$ cat src/rtl/qram_pkg.sv
// Shared types and constants for the quadport RAM read-side initiator.
package qram_pkg;

  localparam int unsigned QRAM_ADDR_W = 16;
  localparam int unsigned QRAM_DATA_W = 32;
  localparam int unsigned QRAM_BURST  = 4;

  typedef enum logic [1:0] {
    StIdle  = 2'd0,
    StIssue = 2'd1,
    StDrain = 2'd2,
    StDone  = 2'd3
  } reader_state_t;

  // Four-word mode only from a burst-aligned address with a full burst left.
  function automatic logic [2:0] burst_words(input logic [QRAM_ADDR_W-1:0] addr,
                                             input logic [QRAM_ADDR_W-1:0] remaining);
    return ((addr[1:0] == 2'b00) && (remaining >= 16'(QRAM_BURST))) ? 3'd4 : 3'd1;
  endfunction

endpackage

$ cat src/rtl/qram_word_fifo.sv
// Word buffer accepting 0..4 pushes and at most one pop per cycle.
// Push lane 0 is written first, so lanes keep address order.
module qram_word_fifo #(
  parameter int unsigned Depth = 8,
  parameter int unsigned DataW = 32
) (
  input  logic                     clk_i,
  input  logic                     rst_ni,
  input  logic [2:0]               push_cnt_i,
  input  logic [4*DataW-1:0]       push_data_i,
  input  logic                     pop_i,
  output logic [DataW-1:0]         head_o,
  output logic [$clog2(Depth):0]   count_o,
  output logic                     empty_o
);

  localparam int unsigned AW = $clog2(Depth);
  localparam int unsigned CW = AW + 1;

  logic [DataW-1:0] mem_q [Depth];
  logic [AW-1:0]    wr_ptr_q, rd_ptr_q;
  logic [CW-1:0]    count_q;
  logic             pop_ok;

  assign pop_ok  = pop_i && (count_q != '0);
  assign empty_o = (count_q == '0);
  assign count_o = count_q;
  // Masked so the head reads zero whenever nothing is buffered.
  assign head_o  = empty_o ? '0 : mem_q[rd_ptr_q];

  // Storage write: lanes below push_cnt_i land at consecutive slots.
  always_ff @(posedge clk_i) begin
    for (int unsigned i = 0; i < 4; i++) begin
      if (3'(i) < push_cnt_i) begin
        mem_q[wr_ptr_q + AW'(i)] <= push_data_i[i*DataW +: DataW];
      end
    end
  end

  // Pointer and occupancy bookkeeping.
  always_ff @(posedge clk_i or negedge rst_ni) begin
    if (!rst_ni) begin
      wr_ptr_q <= '0;
      rd_ptr_q <= '0;
      count_q  <= '0;
    end else begin
      wr_ptr_q <= wr_ptr_q + AW'(push_cnt_i);
      rd_ptr_q <= rd_ptr_q + AW'(pop_ok);
      count_q  <= count_q + CW'(push_cnt_i) - CW'(pop_ok);
    end
  end

endmodule

$ cat src/rtl/quadram_block_reader.sv
// Block reader: issues credit-limited single/four-word reads to the quadport
// RAM controller and streams returned words out in address order.
module quadram_block_reader
  import qram_pkg::*;
#(
  parameter int unsigned FIFO_DEPTH = 8
) (
  input  logic        clk_i,
  input  logic        rst_ni,
  input  logic        start_i,
  input  logic [15:0] base_addr_i,
  input  logic [15:0] len_i,
  output logic        busy_o,
  output logic        done_o,
  output logic        qram_ren_o,
  output logic        qram_wen_o,
  output logic        qram_four_o,
  output logic [31:0] qram_addr_o,
  input  logic [31:0] qram_dout_a_i,
  input  logic [31:0] qram_dout_b_i,
  input  logic [31:0] qram_dout_c_i,
  input  logic [31:0] qram_dout_d_i,
  output logic        out_valid_o,
  input  logic        out_ready_i,
  output logic [31:0] out_data_o
);

  reader_state_t                 state_q, state_d;
  logic [QRAM_ADDR_W-1:0]        cur_addr_q, cur_addr_d;
  logic [QRAM_ADDR_W-1:0]        remaining_q, remaining_d;
  // Words requested last cycle; their data is on qram_dout this cycle.
  logic [2:0]                    resp_k_q, resp_k_d;
  logic [2:0]                    k;
  logic [15:0]                   need;
  logic                          issue;
  logic [$clog2(FIFO_DEPTH):0]   fifo_count;
  logic                          fifo_empty;

  assign k     = burst_words(cur_addr_q, remaining_q);
  // Registered count plus in-flight words bounds what the FIFO must absorb.
  assign need  = 16'(fifo_count) + 16'(resp_k_q) + 16'(k);
  assign issue = (state_q == StIssue) && (need <= 16'(FIFO_DEPTH));

  assign busy_o      = (state_q != StIdle);
  assign done_o      = (state_q == StDone);
  assign qram_ren_o  = issue;
  assign qram_wen_o  = 1'b0;
  assign qram_four_o = issue && (k == 3'd4);
  assign qram_addr_o = issue ? {16'h0000, cur_addr_q} : 32'h0;
  assign resp_k_d    = issue ? k : 3'd0;
  assign out_valid_o = !fifo_empty;

  // Next-state, address and remaining-word bookkeeping.
  always_comb begin
    state_d     = state_q;
    cur_addr_d  = cur_addr_q;
    remaining_d = remaining_q;
    case (state_q)
      StIdle: begin
        if (start_i) begin
          cur_addr_d  = base_addr_i;
          remaining_d = len_i;
          state_d     = (len_i != 16'd0) ? StIssue : StDone;
        end
      end
      StIssue: begin
        if (issue) begin
          cur_addr_d  = cur_addr_q + 16'(k);
          remaining_d = remaining_q - 16'(k);
          if (remaining_d == 16'd0) state_d = StDrain;
        end
      end
      StDrain: begin
        if ((resp_k_q == 3'd0) && fifo_empty) state_d = StDone;
      end
      StDone:  state_d = StIdle;
      default: state_d = StIdle;
    endcase
  end

  // State registers; reset also drops any response still in flight.
  always_ff @(posedge clk_i or negedge rst_ni) begin
    if (!rst_ni) begin
      state_q     <= StIdle;
      cur_addr_q  <= '0;
      remaining_q <= '0;
      resp_k_q    <= 3'd0;
    end else begin
      state_q     <= state_d;
      cur_addr_q  <= cur_addr_d;
      remaining_q <= remaining_d;
      resp_k_q    <= resp_k_d;
    end
  end

  qram_word_fifo #(
    .Depth (FIFO_DEPTH),
    .DataW (QRAM_DATA_W)
  ) u_fifo (
    .clk_i       (clk_i),
    .rst_ni      (rst_ni),
    .push_cnt_i  (resp_k_q),
    .push_data_i ({qram_dout_d_i, qram_dout_c_i, qram_dout_b_i, qram_dout_a_i}),
    .pop_i       (out_ready_i),
    .head_o      (out_data_o),
    .count_o     (fifo_count),
    .empty_o     (fifo_empty)
  );

endmodule
$ cat config.mk
export PLATFORM = sky130hd
export DESIGN_NAME = quadram_block_reader
export DESIGN_NICKNAME = d
export VERILOG_FILES = /design/src/rtl/qram_pkg.sv /design/src/rtl/qram_word_fifo.sv /design/src/rtl/quadram_block_reader.sv
export SDC_FILE = /design/constraint.sdc
export NUM_CORES = 1
export LEC_CHECK = 0
export ABC_AREA = 0
export CAP_MARGIN = 20
export CORE_ASPECT_RATIO = 1.25
export CORE_UTILIZATION = 45
export DETAILED_ROUTE_END_ITERATION = 16
export PLACE_DENSITY = 0.66
export SYNTH_ARGS = -nofsm -noshare
export SYNTH_HDL_FRONTEND = slang
export SYNTH_HIERARCHICAL = 1
export SYNTH_SLANG_ARGS = --single-unit
$ cat constraint.sdc
create_clock -name clk_i -period 6.8 [get_ports clk_i]
set_input_delay 1.36 -clock clk_i [delete_from_list [all_inputs] [get_ports clk_i]]
set_output_delay 1.36 -clock clk_i [all_outputs]
set_load 0.02 [all_outputs]
==> results.cfg <==
[outcome]
status = complete, no violations

[drt]
routed_wl_um = 78500
vias = 19100
avgViaCountPerCell = 7.06
wire_per_inst_um = 28.9
drt.antenna.violating_nets = 0
drc = 0
firstDrtPassIters = 7
drt_iter0_drc = 2614

[logic_synthesis]
synthCells = 2104
synth_cell_types = 68
syn_area_um2 = 19900
yosysTopAreaCell = edfxtp_1
yosys-top-cells-area = edfxtp_1 39%, o22ai_1 8.2%, nand2_1 7.6%
syn_area_per_cell_um2 = 9.48
seq_area_frac_synth_pct = 44.3
synth-seq-cells = 302
yosysTopAreaCellShare_pct = 38.6
synth-edff-count = 256
synthFlopType = edfxtp_1
yosys_warnings = 6
synth_common_cells = 405 x nand2_1, 262 x o22ai_1, 256 x edfxtp_1
yosysMostFrequentCell = nand2_1
synthArstFlopShare_pct = 15.2

[layout]
drive_gt1_share_pct = 10.5
fillerInstances = 3886
syn_to_final_growth_pct = 15.9
final_util_pct = 53.3
fin_nets = 2318

[grt]
grt_pass1_wl_um = 115000
grt_usage_pct = 34.2
antenna_found_initial = 3
first_global_vias = 18600
grt_max_degree = 47
grt-ovfl-total = 0

[die]
io_pins = 234
die_w_um = 190
core_area_um2 = 43400
initial_core_util_pct = 46.0
die_area_um2 = 45200
die_h_um = 237
rows = 85

[power_and_ir_drop]
irDropWorstVdd_uv = 524
power.density_nw_per_um2 = 546
leakage_uw = 0.00844

[timing]
setup_viol = 0
report.final.slew_viol_count = 0
relSlewSlack_pct = 21.4
clock_skew_ns = 0.0343
grt_setup_unrepaired = false
fmax_ghz = 0.163
finalHoldViolations = 0
setup-tns-final_ns = 0
worst_slew_pin_slew_ns = 1.18
period_needed_ns = 6.15
fin_crit_sh_pct = 90.5
fin_hold_ws_ns = 0.520

[setup_path]
path_cells = nor4_1 > nand2_1 > o41ai_2 > buf_4 > fa_1 > inv_1 > ha_1 > or3_1 > a221oi_2 > buf_4 > and2_1 > nor2b_1 > clkdlybuf4s50_1
cp_slowest_cell = clkdlybuf4s50_1
worst_setup_path_end_kind = output port
reg2reg_depth = 13
setup.worst_path.class = reg2out
path_common_cell = buf_4
slowest_delay_ns = 0.66
worst_setup_path_start_kind = flip-flop
crit_fanout = 20
required_ns = 5.44
arrival_ns = 4.79

[clock_network]
post_cts_buffers = 0
clk_pin_slew_ns = 0.07
cts_buffers = 35
clockBufferDepth = 3
clk_latency_ns = 0.55
cts_tree = done
clock_sink_count = 302
cts_resized = 0
clock-root-buffer = clkbuf_16
cts.htree.levels = 2
holdBufCountCts = 0

[run]
drv_cap = 0

[place]
io_buffers = 216
place_hpwl_um = 44500
gp_congestion = 0.897

[worst_hold_path]
hold_depth = 2
worstHoldPathType = reg2reg
==> final timing paths <==
kind	start	end	slack (ns)
worst max-delay path	remaining_q[6]	qram_four_o	0.65
worst min-delay path	remaining_q[2]	remaining_q[2]	0.52
worst max register to register	remaining_q[6]	cur_addr_q[8]	1.84
worst min register to register	remaining_q[2]	remaining_q[2]	0.52
max in group asynchronous	rst_ni	u_fifo/rd_ptr_q[0]	5.36
min in group asynchronous	rst_ni	remaining_q[5]	0.93
==> power by group <==
group | total [uW] | switching [uW] | leakage, uW | internal (uW)
Combinational | 6920 | 4250 | 0.00503 | 2670
Sequential | 3930 | 555 | 0.00290 | 3380
Clock | 1770 | 781 | 0.000505 | 989
==> kinds of logic (layout without fill, tap and decap cells) <==
logic type / count (synthesis) / in the layout / synth area share, %
adders and majority gates: 30 / 30 / 2.03
buffers and inverters: 365 / 382 / 7.82
xor gates and xnor gates: 16 / 16 / 0.835
muxes: 173 / 173 / 12.7
AOI/OAI and AO/OA: 631 / 631 / 19.7
other: 1 / 27 / 0.0188
DFF: 302 / 302 / 44.3
and+or+nand+nor: 586 / 586 / 12.6
==> layout make-up <==
| class | count | area [um^2] | share of cell area, % |
|---|---|---|---|
| Tap cell | 565 | 707 | 3.06 |
| Inverter | 41 | 154 | 0.666 |
| Timing Repair Buffer | 284 | 2680 | 11.6 |
| Clock buffer | 40 | 905 | 3.91 |
| Multi-Input combinational cell | 1460 | 9710 | 42.0 |
| Clock inverter | 17 | 118 | 0.509 |
| Antenna cell | 3 | 7.51 | 0.0325 |
| Sequential cell | 302 | 8840 | 38.3 |
==> placed cells by master, fill, tap and decap left out, drive strengths merged, types with 4 or more instances in the layout <==
| cell | n |
|---|---|
| a21o | 9 |
| a21oi | 85 |
| a22oi | 9 |
| a31oi | 197 |
| and2 | 10 |
| and3 | 21 |
| buf | 69 |
| clkbuf | 40 |
| clkdlybuf4s50 | 215 |
| clkinv | 15 |
| conb | 24 |
| dfrtp | 46 |
| edfxtp | 256 |
| fa | 4 |
| ha | 26 |
| inv | 41 |
| mux2 | 6 |
| mux2i | 103 |
| mux4 | 64 |
| nand2 | 405 |
| nand2b | 6 |
| nand3 | 22 |
| nand4 | 6 |
| nor2 | 59 |
| nor2b | 7 |
| nor3 | 16 |
| nor4 | 10 |
| o211ai | 9 |
| o21ai | 39 |
| o22ai | 262 |
| or3 | 15 |
| xnor2 | 9 |
| xor2 | 7 |
==> per-stage QoR <==
| stage | power, uW | cells | setup slack, ns | instance area (um^2) |
|---|---|---|---|---|
| floorplan | 8160 | 2127 | 1.27 | 20000 |
| global placement | 10500 | 2648 | 1.30 | 22100 |
| detailed placement | 10700 | 2651 | 1.21 | 22100 |
| CTS | 12500 | 2708 | 0.628 | 23100 |
| global route | 13100 | 2712 | 0.428 | 23100 |
| finish | 12600 | 2712 | 0.648 | 23100 |
==> critical path: cells and delay by family (launching register included) <==
kind,cells,cell delay (ns)
AOI/OAI and AO/OA,2,0.55
adders and majority gates,2,0.66
buffers and inverters,4,1.20
DFF,1,0.48
and+or+nand+nor,5,1.38
==> metal layers <==
layer / routed length [um] / GRT usage [%] / up-vias
li1: - / - / 7887
met1: 26400 / 42.7 / 8976
met2: 35200 / 54.0 / 1827
met3: 11600 / 8.70 / 457
met4: 5320 / 19.2 / 0
met5: 0 / 0 / -
==> flip-flops by register name, indices dropped and copies added (netlist names) <==
register and count:
u_fifo/wr_ptr_q 3, cur_addr_q 16, u_fifo/rd_ptr_q 3, u_fifo/count_o 4, resp_k_q 2, u_fifo/mem_q 256
remaining_q 16, state_q 2
(Power assumes the default switching activity.)
